`config.mk`:
```
export PLATFORM = sky130hd
export DESIGN_NAME = decode_ctrl_stage
export DESIGN_NICKNAME = d
export VERILOG_FILES = /design/src/rtl/ctrl_pkg.sv /design/src/rtl/main_decoder.sv /design/src/rtl/decode_ctrl_stage.sv
export SDC_FILE = /design/constraint.sdc
export NUM_CORES = 1
export LEC_CHECK = 0
export ABC_AREA = 1
export CAP_MARGIN = 20
export CELL_PAD_IN_SITES_DETAIL_PLACEMENT = 1
export CELL_PAD_IN_SITES_GLOBAL_PLACEMENT = 2
export CORE_MARGIN = 8
export CORE_UTILIZATION = 25
export CTS_BUF_LIST = sky130_fd_sc_hd__clkbuf_2
export DETAILED_ROUTE_END_ITERATION = 6
export GPL_ROUTABILITY_DRIVEN = 1
export PLACE_DENSITY_LB_ADDON = 0.1
export RECOVER_POWER = 25
export SLEW_MARGIN = 20
export SYNTH_ARGS = -nofsm -noshare
export SYNTH_HDL_FRONTEND = slang
export SYNTH_HIERARCHICAL = 1
export SYNTH_SLANG_ARGS = --single-unit
```
`constraint.sdc`:
```
create_clock -name clk -period 1.7 [get_ports clk]
set_input_delay 0.255 -clock clk [delete_from_list [all_inputs] [get_ports clk]]
set_output_delay 0.255 -clock clk [all_outputs]
set_load 0.1 [all_outputs]
```
`src/rtl/ctrl_pkg.sv`:
```
// Shared types and constants for the decode-stage control unit: base and
// M-extension opcodes, control-field encodings and the E-stage control bundle.
package ctrl_pkg;

  // Major opcodes (instr[6:0]) of the RV32I base set.
  localparam logic [6:0] OP_LOAD     = 7'b0000011;
  localparam logic [6:0] OP_MISC_MEM = 7'b0001111;
  localparam logic [6:0] OP_IMM      = 7'b0010011;
  localparam logic [6:0] OP_AUIPC    = 7'b0010111;
  localparam logic [6:0] OP_STORE    = 7'b0100011;
  localparam logic [6:0] OP_REG      = 7'b0110011;
  localparam logic [6:0] OP_LUI      = 7'b0110111;
  localparam logic [6:0] OP_BRANCH   = 7'b1100011;
  localparam logic [6:0] OP_JALR     = 7'b1100111;
  localparam logic [6:0] OP_JAL      = 7'b1101111;
  localparam logic [6:0] OP_SYSTEM   = 7'b1110011;

  // funct7 values accepted on the register-register opcode.
  localparam logic [6:0] F7_BASE   = 7'b0000000;
  localparam logic [6:0] F7_ALT    = 7'b0100000;
  localparam logic [6:0] F7_MULDIV = 7'b0000001;

  // Immediate format selected for the D-stage extender.
  typedef enum logic [2:0] {
    IMM_I = 3'b000,
    IMM_S = 3'b001,
    IMM_B = 3'b010,
    IMM_U = 3'b011,
    IMM_J = 3'b100
  } imm_src_e;

  // Source of the value written back to the register file.
  typedef enum logic [2:0] {
    RES_ALU = 3'b000,
    RES_MEM = 3'b001,
    RES_PC4 = 3'b010,
    RES_IMM = 3'b011,
    RES_MDU = 3'b100
  } result_src_e;

  // ALU operation class handed to the E-stage ALU decoder.
  typedef enum logic [1:0] {
    ALU_ADD    = 2'b00,
    ALU_BRANCH = 2'b01,
    ALU_FUNCT  = 2'b10
  } alu_op_e;

  // Control bundle carried from D into E.
  typedef struct packed {
    logic        valid;
    logic        regWrite;
    logic        memWrite;
    logic        jump;
    logic        branch;
    logic        aluSrc;
    alu_op_e     aluOp;
    result_src_e resultSrc;
    logic [2:0]  funct3;
    logic        mdu;
    logic        illegal;
  } ctrl_bundle_t;

  // An undecodable instruction still occupies E (so a trap can be raised
  // later) but must never write state, branch or jump.
  function automatic ctrl_bundle_t illegalBundle(input logic [2:0] funct3);
    ctrl_bundle_t c;
    c         = '0;
    c.valid   = 1'b1;
    c.funct3  = funct3;
    c.illegal = 1'b1;
    return c;
  endfunction

  // DIV/DIVU/REM/REMU have funct3[2] set; MUL* are single-cycle.
  function automatic logic isDivide(input ctrl_bundle_t c);
    return c.mdu & c.funct3[2];
  endfunction

endpackage

```
`src/rtl/main_decoder.sv`:
```
// Purely combinational main decoder: turns the D-stage instruction into the
// E-stage control bundle and the immediate format for the D-stage extender.
module main_decoder
  import ctrl_pkg::*;
#(
  parameter bit M_EXT     = 1'b1,
  parameter bit FENCE_NOP = 1'b1
) (
  input  logic [31:0]  instrD,
  output ctrl_bundle_t ctrlD,
  output imm_src_e     immSrc
);

  logic [6:0] opcode;
  logic [2:0] funct3;
  logic [6:0] funct7;
  logic       isIllegal;
  logic       unusedFields;

  assign opcode = instrD[6:0];
  assign funct3 = instrD[14:12];
  assign funct7 = instrD[31:25];

  // Register specifiers and immediate bits are consumed elsewhere in D.
  assign unusedFields = ^{instrD[24:15], instrD[11:7]};

  // Opcode-driven decode; every control not named for an opcode stays 0.
  always_comb begin
    // NOTE: every output gets a default before the case so no path leaves a
    // signal unassigned, which would otherwise infer a latch.
    ctrlD        = '0;
    ctrlD.valid  = 1'b1;
    ctrlD.funct3 = funct3;
    immSrc       = IMM_I;
    isIllegal    = 1'b0;

    case (opcode)
      OP_REG: begin
        ctrlD.regWrite = 1'b1;
        ctrlD.aluOp    = ALU_FUNCT;
        if (M_EXT && funct7 == F7_MULDIV) begin
          ctrlD.mdu       = 1'b1;
          ctrlD.resultSrc = RES_MDU;
          ctrlD.aluOp     = ALU_ADD;
        end else if (funct7 != F7_BASE && funct7 != F7_ALT) begin
          isIllegal = 1'b1;
        end
      end
      OP_IMM: begin
        ctrlD.regWrite = 1'b1;
        ctrlD.aluSrc   = 1'b1;
        ctrlD.aluOp    = ALU_FUNCT;
        immSrc         = IMM_I;
      end
      OP_LOAD: begin
        ctrlD.regWrite  = 1'b1;
        ctrlD.aluSrc    = 1'b1;
        ctrlD.resultSrc = RES_MEM;
        immSrc          = IMM_I;
      end
      OP_STORE: begin
        ctrlD.memWrite = 1'b1;
        ctrlD.aluSrc   = 1'b1;
        immSrc         = IMM_S;
      end
      OP_BRANCH: begin
        ctrlD.branch = 1'b1;
        ctrlD.aluOp  = ALU_BRANCH;
        immSrc       = IMM_B;
      end
      OP_JALR: begin
        ctrlD.regWrite  = 1'b1;
        ctrlD.jump      = 1'b1;
        ctrlD.aluSrc    = 1'b1;
        ctrlD.resultSrc = RES_PC4;
        immSrc          = IMM_I;
      end
      OP_JAL: begin
        ctrlD.regWrite  = 1'b1;
        ctrlD.jump      = 1'b1;
        ctrlD.resultSrc = RES_PC4;
        immSrc          = IMM_J;
      end
      OP_LUI: begin
        ctrlD.regWrite  = 1'b1;
        ctrlD.resultSrc = RES_IMM;
        immSrc          = IMM_U;
      end
      OP_AUIPC: begin
        ctrlD.regWrite = 1'b1;
        ctrlD.aluSrc   = 1'b1;
        immSrc         = IMM_U;
      end
      OP_MISC_MEM: begin
        // In-order single-hart pipe: FENCE/FENCE.I need no action.
        if (!FENCE_NOP) isIllegal = 1'b1;
      end
      OP_SYSTEM: isIllegal = 1'b1;
      default:   isIllegal = 1'b1;
    endcase

    if (isIllegal) begin
      ctrlD  = illegalBundle(funct3);
      immSrc = IMM_I;
    end
  end

endmodule

```
`src/rtl/decode_ctrl_stage.sv`:
```
// Decode-stage control: main decoder, ID/EX control register with
// flush/stall, and the sequencer that launches and waits on the divider.
module decode_ctrl_stage
  import ctrl_pkg::*;
#(
  parameter bit M_EXT     = 1'b1,
  parameter bit FENCE_NOP = 1'b1
) (
  input  logic        clk,
  input  logic        rst_n,
  input  logic [31:0] instrD,
  input  logic        validD,
  input  logic        stallE,
  input  logic        flushE,
  input  logic        mdu_done,
  output logic [2:0]  immSrcD,
  output logic        validE,
  output logic        regWriteE,
  output logic        memWriteE,
  output logic        jumpE,
  output logic        branchE,
  output logic        aluSrcE,
  output logic [1:0]  aluOpE,
  output logic [2:0]  resultSrcE,
  output logic [2:0]  funct3E,
  output logic        mduE,
  output logic        illegalE,
  output logic        mdu_start,
  output logic        mdu_kill,
  output logic        stall_mdu
);

  typedef enum logic {
    MDU_IDLE = 1'b0,
    MDU_BUSY = 1'b1
  } mdu_state_e;

  ctrl_bundle_t ctrlD;
  ctrl_bundle_t ctrlE;
  imm_src_e     immSrc;
  mdu_state_e   mduState;
  logic         served;
  logic         launchReq;
  logic         inIdle;
  logic         inBusy;
  logic         holdE;
  logic         loadE;

  main_decoder #(
    .M_EXT    (M_EXT),
    .FENCE_NOP(FENCE_NOP)
  ) uMainDecoder (
    .instrD(instrD),
    .ctrlD (ctrlD),
    .immSrc(immSrc)
  );

  assign immSrcD = immSrc;

  // A divide in E needs the divider once; 'served' remembers it already
  // completed while E was held, so it is not launched a second time.
  assign launchReq = ctrlE.valid & isDivide(ctrlE) & ~served;
  assign inIdle    = (mduState == MDU_IDLE);
  assign inBusy    = (mduState == MDU_BUSY);

  // Divider handshake is decided in the same cycle the divide sits in E and
  // reacts to flushE in that cycle, so these are combinational.
  assign stall_mdu = (inIdle & launchReq) | (inBusy & ~mdu_done);
  assign mdu_start = inIdle & launchReq & ~flushE;
  assign mdu_kill  = inBusy & flushE;

  assign holdE = stallE | stall_mdu;
  assign loadE = ~flushE & ~holdE;

  // ID/EX control register: flush beats stall beats load; an invalid D slot
  // loads as a bubble.
  always_ff @(posedge clk or negedge rst_n) begin
    // NOTE: sequential state uses non-blocking assignments so every register
    // samples pre-edge values regardless of block ordering.
    if (!rst_n) begin
      ctrlE <= '0;
    end else if (flushE) begin
      ctrlE <= '0;
    end else if (!holdE) begin
      if (validD) ctrlE <= ctrlD;
      else        ctrlE <= '0;
    end
  end

  // Divider sequencer: IDLE launches, BUSY waits for done or is aborted by a
  // flush; 'served' clears whenever E takes a new occupant.
  always_ff @(posedge clk or negedge rst_n) begin
    if (!rst_n) begin
      mduState <= MDU_IDLE;
      served   <= 1'b0;
    end else begin
      if (inIdle) begin
        if (launchReq && !flushE) mduState <= MDU_BUSY;
      end else begin
        if (flushE || mdu_done) mduState <= MDU_IDLE;
      end

      if (flushE || loadE) begin
        served <= 1'b0;
      end else if (inBusy && mdu_done) begin
        served <= 1'b1;
      end
    end
  end

  assign validE     = ctrlE.valid;
  assign regWriteE  = ctrlE.regWrite;
  assign memWriteE  = ctrlE.memWrite;
  assign jumpE      = ctrlE.jump;
  assign branchE    = ctrlE.branch;
  assign aluSrcE    = ctrlE.aluSrc;
  assign aluOpE     = ctrlE.aluOp;
  assign resultSrcE = ctrlE.resultSrc;
  assign funct3E    = ctrlE.funct3;
  assign mduE       = ctrlE.mdu;
  assign illegalE   = ctrlE.illegal;

endmodule

```
==> results.json <==
{
  "power_density_nw_per_um2": 384.8,
  "dp_hpwl_um": 3438,
  "grt_max_degree": 20,
  "fin_crit_sh_pct": 93.71,
  "hp-class": "reg2reg",
  "clock_path_buffers": 2,
  "tritoncts.num_buffers": 3,
  "cts.clk_slew.worst_paths_ps": 180,
  "fin_tns_setup_ps": 0,
  "yosysWarnings": 6,
  "hold_viol_final": 0,
  "areaGrowthSynthToFinish_pct": 67.47,
  "cp.required_ps": 1440,
  "portBuffers": 44,
  "diodes": 0,
  "pin_count": 60,
  "yosysSeqAreaShare_pct": 30.82,
  "wl_met2_um": 2270,
  "drtIter0Drc": 19,
  "die_area_um2": 8548,
  "finalSetupViolCount": 0,
  "ant_nets": 0,
  "synth_edf_count": 0,
  "worst_pin_slew_ps": 973.5,
  "final_cells": 345,
  "synth_cell_type_count": 29,
  "core_um2": 5781,
  "netlist_instances": 205,
  "rsz0062_at_grt": "false",
  "postCtsHoldBufs": 0,
  "wl_met3_um": 168,
  "crit_type": "reg2out",
  "grt_util_all_layers_pct": 10.44,
  "drtPass1Iterations": 3,
  "crit_fanout": 3,
  "netlist_area_um2": 1461,
  "vdd_drop_max_uv": 152.6,
  "die_w_um": 92.46,
  "synth_commonest_cells": "nand2_1 (52), nor2_1 (27), dfrtp_1 (18), nand3_1 (18), nand4_1 (18)",
  "drv_slew": 0,
  "die_h_um": 92.46,
  "async_flop_share_pct": 100.0,
  "fmax_ghz": 0.6277,
  "status": "completed",
  "timing.final.ws_setup_ps": 106.9,
  "vias": 1532,
  "clk_latency_ps": 290,
  "grt_pass1_wl_um": 7431,
  "start_kind": "register",
  "start_util_pct": 25.28,
  "cpPeakStageDelay_ps": 520,
  "arrival_ps": 1340,
  "finalClockSkew_ps": 8.086,
  "finalCriticalPeriod_ps": 1593,
  "cts_root_buf": "clkbuf_2",
  "syn_nets": 243,
  "max_cap_viol_count": 0,
  "totalWireLength_um": 4365,
  "avgRoutedWirePerCell_um": 12.65,
  "htree_levels": 1,
  "cp_cell_sequence": "nand2_1 -> inv_1 -> nand4_4 -> clkinvlp_4 -> buf_12",
  "grt_pass1_vias": 1618,
  "synth.area.top_cells": "dfrtp_1 (31%), nand2_1 (13%), nand4_1 (7.7%)",
  "dp_cells": 332,
  "slowest_stage": "dfrtp_4",
  "drc": 0,
  "place.gp.congestion": 0.7857,
  "grt_overflow": 0,
  "synth_largest_area_cell": "dfrtp_1",
  "ys.flop_type": "dfrtp_1",
  "syn_area_per_cell_um2": 7.129,
  "antenna_found_initial": 0,
  "netlist.area_leader.share_pct": 30.82,
  "clock_sinks": 18,
  "rows": 28,
  "cts_tree": "yes",
  "synth_seq_cells": 18,
  "nets": 309,
  "route.top_layer_used": "met4",
  "place_ws_ps": -243.1,
  "p_leak_nw": 1.216,
  "viasPerCell": 4.441,
  "m1WireLength_um": 1881,
  "p_total_mw": 0.9418,
  "drive_gt1_share_pct": 37.78,
  "crit_path_end_kind": "output pin",
  "synth_most_common_cell": "nand2_1",
  "slew_headroom_pct": 35.10,
  "final_util_pct": 42.34
}
area by class of cell:
type | instances | area (um^2)
tap | 75 | 93.84
clock inverter | 1 | 3.754
clock buffer | 3 | 15.01
sequential | 18 | 461.7
multi-input combinational | 149 | 848.3
fill | 704 | 3333
inverter | 22 | 93.84
timing repair buffer | 77 | 930.9
repair_timing:
action                                  CTS  global route
buffers inserted                          5             4
endpoints found under the hold margin     0             0
resized for setup                        17            12
pin swaps                                 6             8
endpoints found under the setup margin    4             9
metal layers:
layer	vias up	track usage [%]
met3	2	1.294
met5	-	0
met2	30	19.31
met1	713	12.00
met4	0	3.624
li1	787	-
where the power goes:
part / total, mW / switching [mW] / internal [mW]
Combinational: 0.314 / 0.182 / 0.132
Sequential: 0.445 / 0.00749 / 0.437
Clock: 0.183 / 0.132 / 0.0512
Total: 0.942 / 0.321 / 0.621
registers in the layout (all words and copies together), names as in the netlist:
register    flops
branchE         1
memWriteE       1
aluOpE          2
served          1
jumpE           1
mduE            1
validE          1
inBusy          1
regWriteE       1
resultSrcE      3
funct3E         3
illegalE        1
aluSrcE         1
metrics by stage:
step | hold WS [ps] | instance area [um^2]
final | 587.8 | 2447
after global routing | 600.8 | 2447
after CTS | 261.2 | 2382
after detailed placement | 527.8 | 2285
after global placement | 525.6 | 2285
after floorplan | -40.59 | 1483
worst max-delay path: cells and delay by family (launching register included):
family                 cells  cell delay (ps)
and+or+nand+nor            2              180
buffers and inverters      3              360
DFF                        1              520
placed cells by master (no fill, tap or decap), drive strengths merged:
cell type / count
dlygate4sd3: 1
buf: 54
dlygate4sd2: 4
nor2: 32
a21boi: 1
inv: 21
o21ai: 1
nor3: 3
nand2: 60
clkinvlp: 1
conb: 1
a21oi: 4
clkdlybuf4s50: 14
dfrtp: 18
o211ai: 2
clkinv: 1
nand3: 26
dlymetal6s2s: 3
nand4: 19
clkbuf: 4
final timing paths:
path	from	slack (ps)	cells after the start	endpoint
max in group asynchronous	rst_n	390	2	funct3E[2]
hold reg to reg	illegalE	590	2	illegalE
setup reg to reg	validE	420	6	aluSrcE
setup / recovery	validE	110	5	mdu_start
hold / removal	illegalE	590	2	illegalE
min in group asynchronous	rst_n	600	2	funct3E[1]
logic make-up (layout without fill, tap and decap cells):
logic type | after synthesis | in the layout | synth area share [%]
other cells | 1 | 1 | 0.2566
flops | 18 | 18 | 30.82
buf+inv | 38 | 103 | 15.75
simple gates | 140 | 140 | 49.66
compound gates | 8 | 8 | 3.510
No activity file was read; power rests on OpenSTA's default activity.
